`src/rtl/cb_module.sv`:
```
// Serially programmed connection box: four 4-bit tracks routed per bit onto four 4-bit pins,
// with a shared 4-input LUT, per-pin invert/register/disable. Optional macro: CB_PROG_GATE_EN.
module cb_module #(
    parameter int CFG_W = 69,
    parameter int TRK_W = 4
) (
    input  logic             clb_clk,
    input  logic             rst_n,
    input  logic             prog_in,
    input  logic             prog_en,
    output logic             prog_out,
    input  logic [TRK_W-1:0] in1,
    input  logic [TRK_W-1:0] in2,
    input  logic [TRK_W-1:0] in3,
    input  logic [TRK_W-1:0] in4,
    output logic [TRK_W-1:0] out1,
    output logic [TRK_W-1:0] out2,
    output logic [TRK_W-1:0] out3,
    output logic [TRK_W-1:0] out4
);

    localparam int N_OUT     = 4;
    localparam int MODE_W    = 5;
    localparam int ROUTE_LSB = 20;
    localparam int LUT_LSB   = 52;
    localparam int OE_BIT    = 68;

    logic [CFG_W-1:0]              cfg;
    logic [N_OUT-1:0][TRK_W-1:0]   trk;
    logic [N_OUT-1:0][TRK_W-1:0]   v;
    logic [N_OUT-1:0][TRK_W-1:0]   q;
    logic [N_OUT-1:0][TRK_W-1:0]   o;
    logic [3:0]                    mode;   // reserved mode bit 4 is never decoded
    logic [1:0]                    sel;
    logic [3:0]                    lut_addr;
    logic                          r_bit;
    logic                          lut_bit;
    logic                          pin_en;

    assign trk      = {in4, in3, in2, in1};
    assign prog_out = cfg[0];

    // NOTE: sequential state uses non-blocking assignments so every flop samples pre-edge values.
    always_ff @(posedge clb_clk or negedge rst_n) begin
        if (!rst_n) begin
            cfg <= '0;
        end else if (prog_en) begin
            cfg <= {prog_in, cfg[CFG_W-1:1]};
        end
    end

    // Output flops capture continuously, even while the chain is shifting.
    always_ff @(posedge clb_clk or negedge rst_n) begin
        if (!rst_n) begin
            q <= '0;
        end else begin
            q <= v;
        end
    end

`ifdef CB_PROG_GATE_EN
    assign pin_en = cfg[OE_BIT] & ~prog_en;
`else
    assign pin_en = cfg[OE_BIT];
`endif

    // NOTE: every always_comb target gets a default first, so no path can infer a latch.
    always_comb begin
        v        = '0;
        o        = '0;
        mode     = '0;
        sel      = '0;
        lut_addr = '0;
        r_bit    = 1'b0;
        lut_bit  = 1'b0;
        for (int k = 0; k < N_OUT; k++) begin
            mode = cfg[MODE_W*k +: 4];
            for (int j = 0; j < TRK_W; j++) begin
                sel      = cfg[ROUTE_LSB + 2*TRK_W*k + 2*j +: 2];
                r_bit    = trk[sel][j];
                lut_addr = {trk[3][j], trk[2][j], trk[1][j], trk[0][j]};
                lut_bit  = cfg[LUT_LSB + int'(lut_addr)];
                v[k][j]  = (mode[2] ? lut_bit : r_bit) ^ mode[0];
                o[k][j]  = pin_en & ~mode[3] & (mode[1] ? q[k][j] : v[k][j]);
            end
        end
    end

    assign out1 = o[0];
    assign out2 = o[1];
    assign out3 = o[2];
    assign out4 = o[3];

endmodule

```
`config.mk`:
```
export PLATFORM = sky130hd
export DESIGN_NAME = cb_module
export DESIGN_NICKNAME = d
export VERILOG_FILES = /design/src/rtl/cb_module.sv
export SDC_FILE = /design/constraint.sdc
export NUM_CORES = 1
export LEC_CHECK = 0
export ABC_AREA = 1
export CAP_MARGIN = 5
export CELL_PAD_IN_SITES_DETAIL_PLACEMENT = 1
export CELL_PAD_IN_SITES_GLOBAL_PLACEMENT = 1
export CORE_MARGIN = 5
export CORE_UTILIZATION = 46
export CTS_BUF_LIST = sky130_fd_sc_hd__clkbuf_16
export DETAILED_ROUTE_END_ITERATION = 8
export PLACE_DENSITY = 0.87
export SYNTH_ARGS = -nofsm -noshare
export SYNTH_HDL_FRONTEND = slang
export SYNTH_SLANG_ARGS = --single-unit
```
`constraint.sdc`:
```
create_clock -name clb_clk -period 4.15 [get_ports clb_clk]
set_input_delay 0.415 -clock clb_clk [delete_from_list [all_inputs] [get_ports clb_clk]]
set_output_delay 0.415 -clock clb_clk [all_outputs]
set_load 0.02 [all_outputs]
```
Word level (Yosys, flattened, before mapping)
Cells that the tools add are included.

Multiplexer cells: 76. Reduce and logical (&&, ||, !) cells: 0. $lt $le $gt $ge: 20. Shift-type cells: 0. Bitwise logic cells: 40. Divide/modulo/power cells: 0. Eq/ne operators: 0. Add/subtract/negate cells: 4. Multipliers: 0.

Operators with widths (number): $bmux W4 S2 (16); $lt A32 B9 Y1 const B (2); $lt A2 B3 Y1 const B (16); $mux W1 (44); $add A6 B4 Y7 const A (4); $bmux W1 S7 (4); $and A1 B1 Y1 (20); $lt A7 B8 Y1 const B (2); $mux W4 (4); $xor A1 B1 Y1 (16); $mux W3 (4); $mux W2 (4); $not A1 Y1 (4).

Latch bits: 0. Output and inout bits: 17. Bits in writable memories: 0. Bits of input ports: 20. Bits in read-only memories: 0. Register bits after elaboration: 85. Memories: 0.

Logic depth before layout (Yosys ltp)
Gate-level depths: netlist (run 1).

Depth in word-level cells: 8. Gate-level depth with buffers: 14.

Least setup slack after synthesis (run 1)
No wires, ideal clock.

Path type: input to output. Start point: input port in1[2]. End point: output port out1[2]. Stages: 13. Slack: 2.202 ns. Path buffers: 2. Required time: 3.735 ns. Arrival: 1.533 ns. Cell sequence: buf_4 buf_6 o211ai_1 nand2_1 nand2_1 nand2_1 nand2_1 nand2_1 nand3_1 nand3_1 nand3_1 nand2_1 inv_1.

Word-level cells in the longest chain between the ends: 8.

Ends and longest elaborated chain: start: declaration (RTL line 12) `input logic [TRK_W-1:0] in1,`; $add A6 B4 Y7 (RTL line 82) `lut_bit = cfg[LUT_LSB + int'(lut_addr)];`; $bmux W1 S7 (RTL line 82); $mux W1 (not written as such) (2 in series) (RTL line 82); $mux W1 (*) (RTL line 83) `v[k][j] = (mode[2] ? lut_bit : r_bit) ^ mode[0];`; $xor A1 B1 Y1 (*) (RTL line 83); $mux W1 (*) (RTL line 84) `o[k][j] = pin_en & ~mode[3] & (mode[1] ? q[k][j] : v[k][j]);`; $and A1 B1 Y1 (*) (RTL line 84); end: declaration (RTL line 16) `output logic [TRK_W-1:0] out1,`.

Mark *: on every way between the ends. The rest lies on a longest branch, timed or not. The select of a mux whose other input is x is not followed.

Final worst setup path (run 1)
Start point: input port in1[2]. End point: output port out2[2].

Word-level cells in the longest chain between the ends: 8.

Ends and longest elaborated chain: $add A6 B4 Y7 (RTL line 82); $bmux W1 S7 (RTL line 82); $mux W1 (not written as such) (2 in series) (RTL line 82); $mux W1 (*) (RTL line 83); $xor A1 B1 Y1 (*) (RTL line 83); $mux W1 (*) (RTL line 84); $and A1 B1 Y1 (*) (RTL line 84); end: declaration (RTL line 17) `output logic [TRK_W-1:0] out2,`.

Marked as above.

==> results of run 1 <==
[report_power, final]
| group | leakage, nW | internal, mW | switching (mW) |
|---|---|---|---|
| logic | 1.68 | 0.306 | 0.574 |
| registers | 1.08 | 0.988 | 0.134 |
| clock network | 0.139 | 0.457 | 0.344 |
[worst reg2reg max path, stage by stage (launching register included)]
cell     delay (ns)
dfrtp_1        0.67
nand3_1        0.16
a21oi_1        0.16
nand2_1        0.07
nand2_1        0.10
nand3_2        0.20
nand2_1        0.16
nand2_1        0.07
nand2_1        0.08
nand2_1        0.05
[per-stage QoR]
stage          area (sq um)  util (%)  worst slack, ns
6_report               5950      52.5            0.536
2_1_floorplan          5270         -             2.20
3_3_place_gp           5670      50.0            0.730
4_1_cts                5950      52.5            0.608
3_5_place_dp           5670      50.0            0.629
5_1_grt                5950      52.5            0.317
[cell families after synthesis]
group / Yosys count
simple gates: 409
compound gates: 156
buf+inv: 124
flops: 85
fa+ha+maj: 4
mux: 1
[placed cells by master (no fill, tap or decap)]
| cell type | netlist | routed |
|---|---|---|
| nand2_1 | 232 | 232 |
| o21ai_0 | 112 | 112 |
| nand3_1 | 112 | 112 |
| inv_1 | 84 | 85 |
| dfrtp_1 | 85 | 85 |
| nor2_1 | 39 | 39 |
| clkdlybuf4s50_1 | 0 | 34 |
| a21oi_1 | 28 | 28 |
| o211ai_1 | 11 | 11 |
| or2_2 | 10 | 10 |
| clkbuf_16 | 0 | 9 |
| inv_2 | 7 | 7 |
| clkinv_1 | 4 | 7 |
| nand4_1 | 6 | 6 |
| o21ai_1 | 5 | 5 |
| buf_4 | 2 | 5 |
| nand3_2 | 4 | 4 |
| ha_1 | 4 | 4 |
| nand2_2 | 3 | 3 |
| or2_1 | 3 | 3 |
| mux2_2 | 1 | 1 |
| clkinv_2 | 0 | 1 |
| clkinvlp_4 | 0 | 1 |
| bufinv_16 | 0 | 1 |
[cell type report]
type	instances	share of cell area, %
timing repair buffer	39	6.35
inverter	95	5.99
tap	143	3.01
multi-input combinational	570	44.1
clock inverter	7	0.968
clock buffer	9	3.79
sequential	85	35.8
[sequential cells by signal, indices dropped and copies added, names as in the netlist]
name  cells
cfg      69
q        16
[worst max path at each step]
stage / cells after the start / slack, ns / startpoint / to
global placement: 14 / 0.73 / in1[2] / out1[2]
floorplan: 13 / 2.20 / in1[2] / out1[2]
global route: 14 / 0.32 / in1[2] / out1[2]
CTS: 14 / 0.61 / in1[2] / out2[2]
detailed placement: 14 / 0.63 / in1[2] / out2[2]
finish: 14 / 0.54 / in1[2] / out2[2]
[metal layers]
metal  vias to the layer above  share of wire, %
met5                         -                 0
met4                         0               4.7
met2                       126                47
met1                      2622                44
met3                        54               4.2
li1                       2572                 -
==> reports/results.ini, run 1 <==
[routing]
drt_iter0_drc = 350
drc = 0
viasPerCell = 5.67
vias = 5374
routed_wl_um = 17000
firstDrtPassIters = 4
ant_nets = 0
wire_per_inst_um = 17.9

[cts]
cts_sinks = 85
htreeDepth = 3
cts_hold_buf = 0
ctsResizeCount = 0
clk_latency_ns = 0.35
numCtsBuffers = 9
root_buffer = clkbuf_16
clockBufferDepth = 2
cts_setup_buffers = 0
clkSlewWorstSetupHoldPaths_ns = 0.06
cts_tree = done

[global_routing]
grt_util_met1_pct = 34.3
met2_usage_pct = 43.1
grt-ovfl-total = 0
grt_usage_pct = 26.9
grt_pass1_vias = 5644
busiest_layer = met2
grt_max_degree = 138
antenna_found_initial = 0
met3_usage_pct = 4.63
grt_first_pass_wirelength_um = 28500

[placement]
dp.final_hpwl_um = 12500
post-place-cells = 932
io_buffers = 36
gp_congestion = 0.913

[synth]
synthSimpleGateAreaFrac_pct = 33.3
synth_top_cell_area_share_pct = 40.4
synthDistinctLibCells = 23
synth.avg_cell_area_sq_um = 6.76
ys_top_cells_by_area = dfrtp_1, nand2_1, nand3_1, o21ai_0, inv_1
yosysSeqAreaShare_pct = 40.4
async_reset_ff_share_pct = 100
synth-xor-area-share_pct = 0
synth_edf_count = 0
synth-seq-cells = 85
synthAdderAreaFrac_pct = 0.950
synth_top_family_by_area = simple AND/OR/NAND/NOR gates
synthFlopType = dfrtp_1
synth_top_area_cell = dfrtp_1
synthMuxAreaShare_pct = 0.214
synth.most_common_cell = nand2_1
synth_nets = 803
synth-compound-area-share_pct = 15.3
synth_cells = 779
synthTopCellsByCount = nand2_1, nand3_1, o21ai_0
synth.cell_area_sq_um = 5270
yosys_warnings = 0

[critical_path]
critical_path_buf_inv_count = 4
cp_common_cell = nand3_1
max_stage_delay_ns = 0.87
cp_slowest_cell = clkdlybuf4s50_1
rrSetupSlack_ns = 2.32
cp-end-kind = output port
timing.rr.end = q[3]
crit_type = input pin to output port
crit_path_max_fanout = 16
critPathRequiredTime_ns = 3.73
arrival_ns = 3.20
cp-start-kind = input pin
reg2regPathDepth = 9
crit_family = buffers and inverters
rr_startpoint = cfg[68]
cp_cell_sequence = clkdlybuf4s50_1, inv_2, nand2_1, nand3_1, nand3_1, nand3_1, nand2_1, nand2_1, nand3_1, nand3_1, nand3_1, nand2_1, inv_1, clkdlybuf4s50_1

[finish]
regArea_sq_um = 2130
final_nets = 824
final.fill_count = 1526
n_antenna_cell = 0
syn_to_final_growth_pct = 12.9
fin_cells = 948
multi_input_area_sq_um = 2630
drive_above_1_share_pct = 5.22

[timing]
min_period_ns = 3.61
setup_violations = 0
grt_setup_unrepaired = no
tightest_slew_ns = 1.13
period_share_pct = 87.1
setup_tns_ns = 0
hold_viol = 0
finalClockSkew_ns = 0.00628
fmax_ghz = 0.277
hold_ws_ns = 0.142
slew_headroom_pct = 24.8
slew_violations = 0

[die]
num_rows = 39
dieHeight_um = 117
core_sq_um = 11300
dieWidth_um = 117
io_pins = 37
dieArea_sq_um = 13700
start_util_pct = 46.5

[min_path]
holdCritPathClass = input pin to async pin

[power_and_ir_drop]
p_leak_nw = 2.90
power_density_nw_per_um2 = 471
peakVddDrop_mv = 0.241
power_mw = 2.80

[flow_run]
maxCapViolCount = 0

[status]
status = finished clean

Power figures use the tool's default switching activity.
==> run 2, diff against run 1 <==
Settings changed: CORE_UTILIZATION 46 to 40, PLACE_DENSITY 0.87 to 0.77.
==> run 2 against run 1 <==
Net effect:
- utilization decreased by 6.6 points
- final cell count increased by 3.7%
- maximum frequency decreased by 3.1%
- sequential power about the same
- highest routed layer unchanged
==> reports/results.ini, run 2 (synthesis gave the netlist of run 1 again) <==
[status]
status = finished clean

[power_and_ir_drop]
power.share.switching_pct = 37.7  ; +0.17 points
seqPwrFrac_pct = 39.7  ; -0.3 points
peakVddDrop_mv = 0.216  ; -10%
power_density_nw_per_um2 = 469  ; -0.43%
p_leak_nw = 2.91  ; +0.38%
power_mw = 2.82  ; +0.66%
power_frac_comb_pct = 31.4  ; about the same
switching_power_mw = 1.06  ; +1.1%
clockPowerShare_pct = 28.8  ; +0.2 points
p_int_mw = 1.76  ; +0.39%

[timing]
slew_violations = 0  ; unchanged
fmax_ghz = 0.268  ; -3.1%
hold_viol = 0  ; unchanged
slew_headroom_pct = 37.2  ; +12 points
tightest_slew_ns = 0.942  ; -0.186 ns
period_share_pct = 89.9  ; +2.8 points
min_period_ns = 3.73  ; +0.115 ns
setup_violations = 0  ; unchanged
setup_tns_ns = 0  ; unchanged
grt_setup_unrepaired = no
finalClockSkew_ns = 0.00776  ; +0.00148 ns

[cts]
htreeDepth = 3  ; unchanged
root_buffer = clkbuf_16
cts_hold_buf = 0  ; unchanged
cts_sinks = 85  ; unchanged
clkSlewWorstSetupHoldPaths_ns = 0.06  ; about the same
cts_tree = done
clockBufferDepth = 2  ; unchanged
ctsResizeCount = 0  ; unchanged
numCtsBuffers = 9  ; unchanged
cts_setup_buffers = 0  ; unchanged
clk_latency_ns = 0.35  ; about the same

[finish]
reg_top3 = cfg: 69 flops, q: 16 flops
fin_util_pct = 46.0  ; -6.6 points
top_register = cfg
final_common_cell = nand2_1
n_antenna_cell = 0  ; unchanged
largest_register_ffs = 69  ; unchanged
layout.cells.most_common_list = nand2_1, o21ai_0, nand3_1
final_nets = 826  ; +0.24%
drive_above_1_share_pct = 5.70  ; +0.48 points
final_area_sq_um = 6010  ; +1.1%
syn_to_final_growth_pct = 14.1

[global_routing]
grt_pass1_vias = 5663  ; +0.34%
antenna_found_initial = 0  ; unchanged
grt-ovfl-total = 0  ; unchanged
grt_usage_pct = 23.8  ; -3.1 points
grt_max_degree = 108  ; -22%
grt_first_pass_wirelength_um = 29400  ; +3.4%

[placement]
dp.final_hpwl_um = 13400  ; +6.8%
gp_congestion = 0.932  ; +2.1%
io_buffers = 36  ; unchanged
dpl_cell_area_sq_um = 5720  ; +0.99%

[min_path]
holdCritPathClass = input pin to async pin

[routing]
viasPerCell = 5.45  ; -3.9%
highest_layer = met4
ant_nets = 0  ; unchanged
wirelength_met1_um = 8030  ; +6.9%
vias = 5355  ; -0.35%
drt_iter0_drc = 438  ; +25%
routed_wl_um = 17800  ; +4.9%
wl_met3_um = 758  ; +5.9%
met2WireLength_um = 8380  ; +5.4%
wire_per_inst_um = 18.1  ; +1.2%
firstDrtPassIters = 5  ; +1
drc = 0  ; unchanged

[critical_path]
rr_startpoint = cfg[68]
cp-start-kind = input pin
reg2regPathDepth = 8  ; -1
critPathRequiredTime_ns = 3.73  ; about the same
crit_type = input pin to output port
cp-end-kind = output port
crit_path_max_fanout = 15  ; -1
crit_start = in1[1]
arrival_ns = 3.31  ; +0.11 ns

[die]
dieWidth_um = 125  ; +6.6%
start_util_pct = 40.3  ; -6.3 points
core_sq_um = 13100  ; +16%
io_pins = 37  ; unchanged
dieHeight_um = 125  ; +6.6%
num_rows = 42  ; +7.7%
dieArea_sq_um = 15600  ; +14%

[flow_run]
maxCapViolCount = 0  ; unchanged

==> run 2: cell types whose count changed in the layout (fill, tap and decap cells not counted) <==
cell | before | now
buf_4 | 5 | 7
clkinv_1 | 7 | 5
clkinvlp_4 | 1 | 2
inv_6 | 0 | 1
==> run 2: power by group through the flow <==
stage / registers, mW / logic (mW) / clock network [mW]
2_1_floorplan: 1.08 / 0.600 / 0
3_3_place_gp: 1.12 / 0.846 / 0
3_5_place_dp: 1.13 / 0.885 / 0
4_1_cts: 1.12 / 0.893 / 0.834
5_1_grt: 1.14 / 0.999 / 0.880
6_report: 1.12 / 0.887 / 0.813
==> run 2: routing by layer <==
layer | vias up | global-route usage, %
met2 | 126 | 38.8
met3 | 42 | 4.37
li1 | 2585 | -
met1 | 2602 | 30.8
met4 | 0 | 10.4
met5 | - | 0
==> run 2: per-stage QoR <==
stage	instances	worst slack, ns	hold slack (ns)
floorplan	779	2.20	0.119
global placement	967	0.565	0.458
detailed placement	967	0.497	0.476
CTS	983	0.447	0.163
global route	983	0.275	0.194
finish	983	0.420	0.132
==> run 2: path summary, 6_finish.rpt <==
check / endpoint / slack [ns]
max reg2reg: q[4] / 2.33
max: out2[1] / 0.42
min: cfg[55] / 0.13
max in group asynchronous: cfg[60] / 3.09
min reg2reg: cfg[50] / 0.49
min in group clb_clk: cfg[50] / 0.49
==> run 2: layout make-up <==
cell class,count,area (sq um)
Tap cell,176,220
Fill cell,1707,7070
Inverter,95,357
Sequential cell,85,2130
Clock buffer,9,225
Clock inverter,7,66.3
Timing Repair Buffer,41,393
Multi-Input combinational cell,570,2630
==> run 2: critical path, stage by stage <==
cell and delay, ns:
clkdlybuf4s50_1 0.95, inv_2 0.25, nand2_1 0.13, nand3_1 0.09, nand3_1 0.13, nand3_1 0.09
nand2_1 0.09, nand2_2 0.10, nand3_1 0.12, nand3_1 0.12, nand3_1 0.11, nand2_1 0.06
inv_1 0.05, clkdlybuf4s50_1 0.60
==> run 3, diff against run 2 <==
Settings changed: CORE_ASPECT_RATIO set to 0.5, SKIP_LAST_GASP set to 1.
==> run 3 against run 2 <==
Net effect:
- via count shrank 1.5%
- hold slack better by 0.021 ns
- critical path depth unchanged
- die area up 0.89%
- clock skew grew 0.0015 ns
- largest power group unchanged
- critical endpoint is now out3[2]
- global-route usage decreased by 1.3 points
- clock-buffer cell count stayed put
- flip-flop and latch count did not move
- largest cell class unchanged
- final cell count shrank 0.51%
- highest routed layer unchanged
- sequential share of layout area is 0.18 points lower
- routed wire length shrank 3.3%
==> reports/results.ini, run 3 (synthesis gave the netlist of run 1 again) <==
[status]
status = finished clean

[power_and_ir_drop]
power_density_nw_per_um2 = 480  ; +2.2%
peakVddDrop_mv = 0.192  ; -11%
p_leak_nw = 2.93  ; +0.75%

[finish]
final.fill_count = 1697  ; -0.59%
drive_above_1_share_pct = 5.94  ; +0.24 points
largest_register_ffs = 69  ; unchanged
final_common_cell = nand2_1
final_nets = 827  ; +0.12%
top_register = cfg
syn_to_final_growth_pct = 14.7
reg_top3 = cfg: 69 flops, q: 16 flops
layout.cells.most_common_list = nand2_1, o21ai_0, nand3_1
n_antenna_cell = 0  ; unchanged
fin_cells = 978  ; -0.51%

[cts]
clkSlewWorstSetupHoldPaths_ns = 0.07  ; about the same
root_buffer = clkbuf_16
ctsResizeCount = 0  ; unchanged
clk_latency_ns = 0.35  ; about the same
cts_tree = done
cts_hold_buf = 0  ; unchanged
numCtsBuffers = 9  ; unchanged
cts_sinks = 85  ; unchanged
cts_setup_buffers = 0  ; unchanged
clockBufferDepth = 2  ; unchanged
htreeDepth = 3  ; unchanged

[critical_path]
cp-start-kind = input pin
crit_start = in1[2]
critPathRequiredTime_ns = 3.73  ; about the same
cp_common_cell = nand3_1
rr_startpoint = cfg[68]
max_stage_delay_ns = 0.90  ; -0.05 ns
rrSetupSlack_ns = 2.27  ; -0.06 ns
timing.rr.end = q[7]
cp_slowest_cell = clkdlybuf4s50_1
reg2regPathDepth = 9  ; +1
arrival_ns = 3.28  ; -0.03 ns
crit_path_max_fanout = 16  ; +1
crit_end = out3[2]
cp-end-kind = output port
cp_cell_sequence = clkdlybuf4s50_1, inv_2, nand2_1, nand3_1, nand3_1, nand3_1, nand2_1, nand2_1, nand3_1, nand3_1, nand3_1, nand2_1, inv_1, clkdlybuf4s50_1
crit_type = input pin to output port

[die]
core_sq_um = 12800  ; -2.4%
start_util_pct = 41.3  ; +0.99 points
io_pins = 37  ; unchanged
dieHeight_um = 91.2  ; -27%
dieWidth_um = 172  ; +38%
num_rows = 29  ; -31%
dieArea_sq_um = 15700  ; +0.89%

[placement]
gp_congestion = 0.881  ; -5.6%
io_buffers = 36  ; unchanged
post-place-cells = 962  ; -0.52%
dp.final_hpwl_um = 12800  ; -4.4%
dp_slack_ns = 0.510  ; +0.0125 ns

[global_routing]
grt_usage_pct = 22.5  ; -1.3 points
grt_max_degree = 112  ; +3.7%
antenna_found_initial = 0  ; unchanged
grt-ovfl-total = 0  ; unchanged
grt_pass1_vias = 5012  ; -11%
grt_first_pass_wirelength_um = 27700  ; -5.7%

[timing]
grt_setup_unrepaired = no
period_share_pct = 89.0  ; -0.83 points
tightest_slew_ns = 0.974  ; +0.0324 ns
fmax_ghz = 0.271  ; +0.93%
slew_violations = 0  ; unchanged
min_period_ns = 3.70  ; -0.0345 ns
setup_tns_ns = 0  ; unchanged
hold_viol = 0  ; unchanged
hold_ws_ns = 0.153  ; +0.0211 ns
finalClockSkew_ns = 0.00924  ; +0.00147 ns
slew_headroom_pct = 35.0  ; -2.2 points
setup_slack_ns = 0.455  ; +0.0345 ns
setup_violations = 0  ; unchanged

[flow_run]
maxCapViolCount = 0  ; unchanged

[routing]
wirelength_met1_um = 8630  ; +7.4%
firstDrtPassIters = 5  ; unchanged
routed_wl_um = 17200  ; -3.3%
wire_per_inst_um = 17.6  ; -2.8%
highest_layer = met4
vias = 5276  ; -1.5%
viasPerCell = 5.39  ; -0.97%
met2WireLength_um = 7490  ; -11%
drt_iter0_drc = 424  ; -3.2%
wl_met3_um = 957  ; +26%
drc = 0  ; unchanged
ant_nets = 0  ; unchanged

[min_path]
holdCritPathClass = input pin to async pin

[run 3: critical path: cells and delay by family]
family | cells | cell delay [ns]
buffers and inverters | 4 | 1.75
AND/OR/NAND/NOR | 10 | 1.11
[run 3: cell type report]
| cell class | instances | area (sq um) | area share [%] |
|---|---|---|---|
| inverter | 95 | 357 | 5.90 |
| clock buffer | 9 | 225 | 3.73 |
| tap | 170 | 213 | 3.52 |
| multi-input combinational | 570 | 2630 | 43.4 |
| sequential | 85 | 2130 | 35.2 |
| timing repair buffer | 42 | 400 | 6.62 |
| clock inverter | 7 | 97.6 | 1.61 |
[run 3: power by group]
group	internal, mW	switching [mW]	total [mW]
combinational	0.307	0.582	0.890
sequential	0.987	0.127	1.11
clock	0.531	0.364	0.895
[run 3: per-layer routing]
layer	track usage (%)	vias up
met5	0	-
li1	-	2582
met1	33.7	2564
met4	4.05	0
met3	5.08	16
met2	33.5	114
[run 3: worst min-delay path by stage]
stage,from,end,depth (start not counted)
2_1_floorplan,rst_n,cfg[0],0
3_3_place_gp,cfg[18],cfg[17],2
3_5_place_dp,cfg[18],cfg[17],2
4_1_cts,rst_n,cfg[65],1
5_1_grt,rst_n,cfg[64],1
6_report,rst_n,cfg[65],1
[run 3: stage by stage]
| stage | util (%) | area [sq um] | power (mW) |
|---|---|---|---|
| global route | 47.3 | 6040 | 3.09 |
| global placement | 44.8 | 5720 | 1.98 |
| floorplan | - | 5270 | 1.68 |
| CTS | 47.3 | 6040 | 2.92 |
| finish | 47.3 | 6040 | 2.90 |
| detailed placement | 44.8 | 5720 | 2.01 |
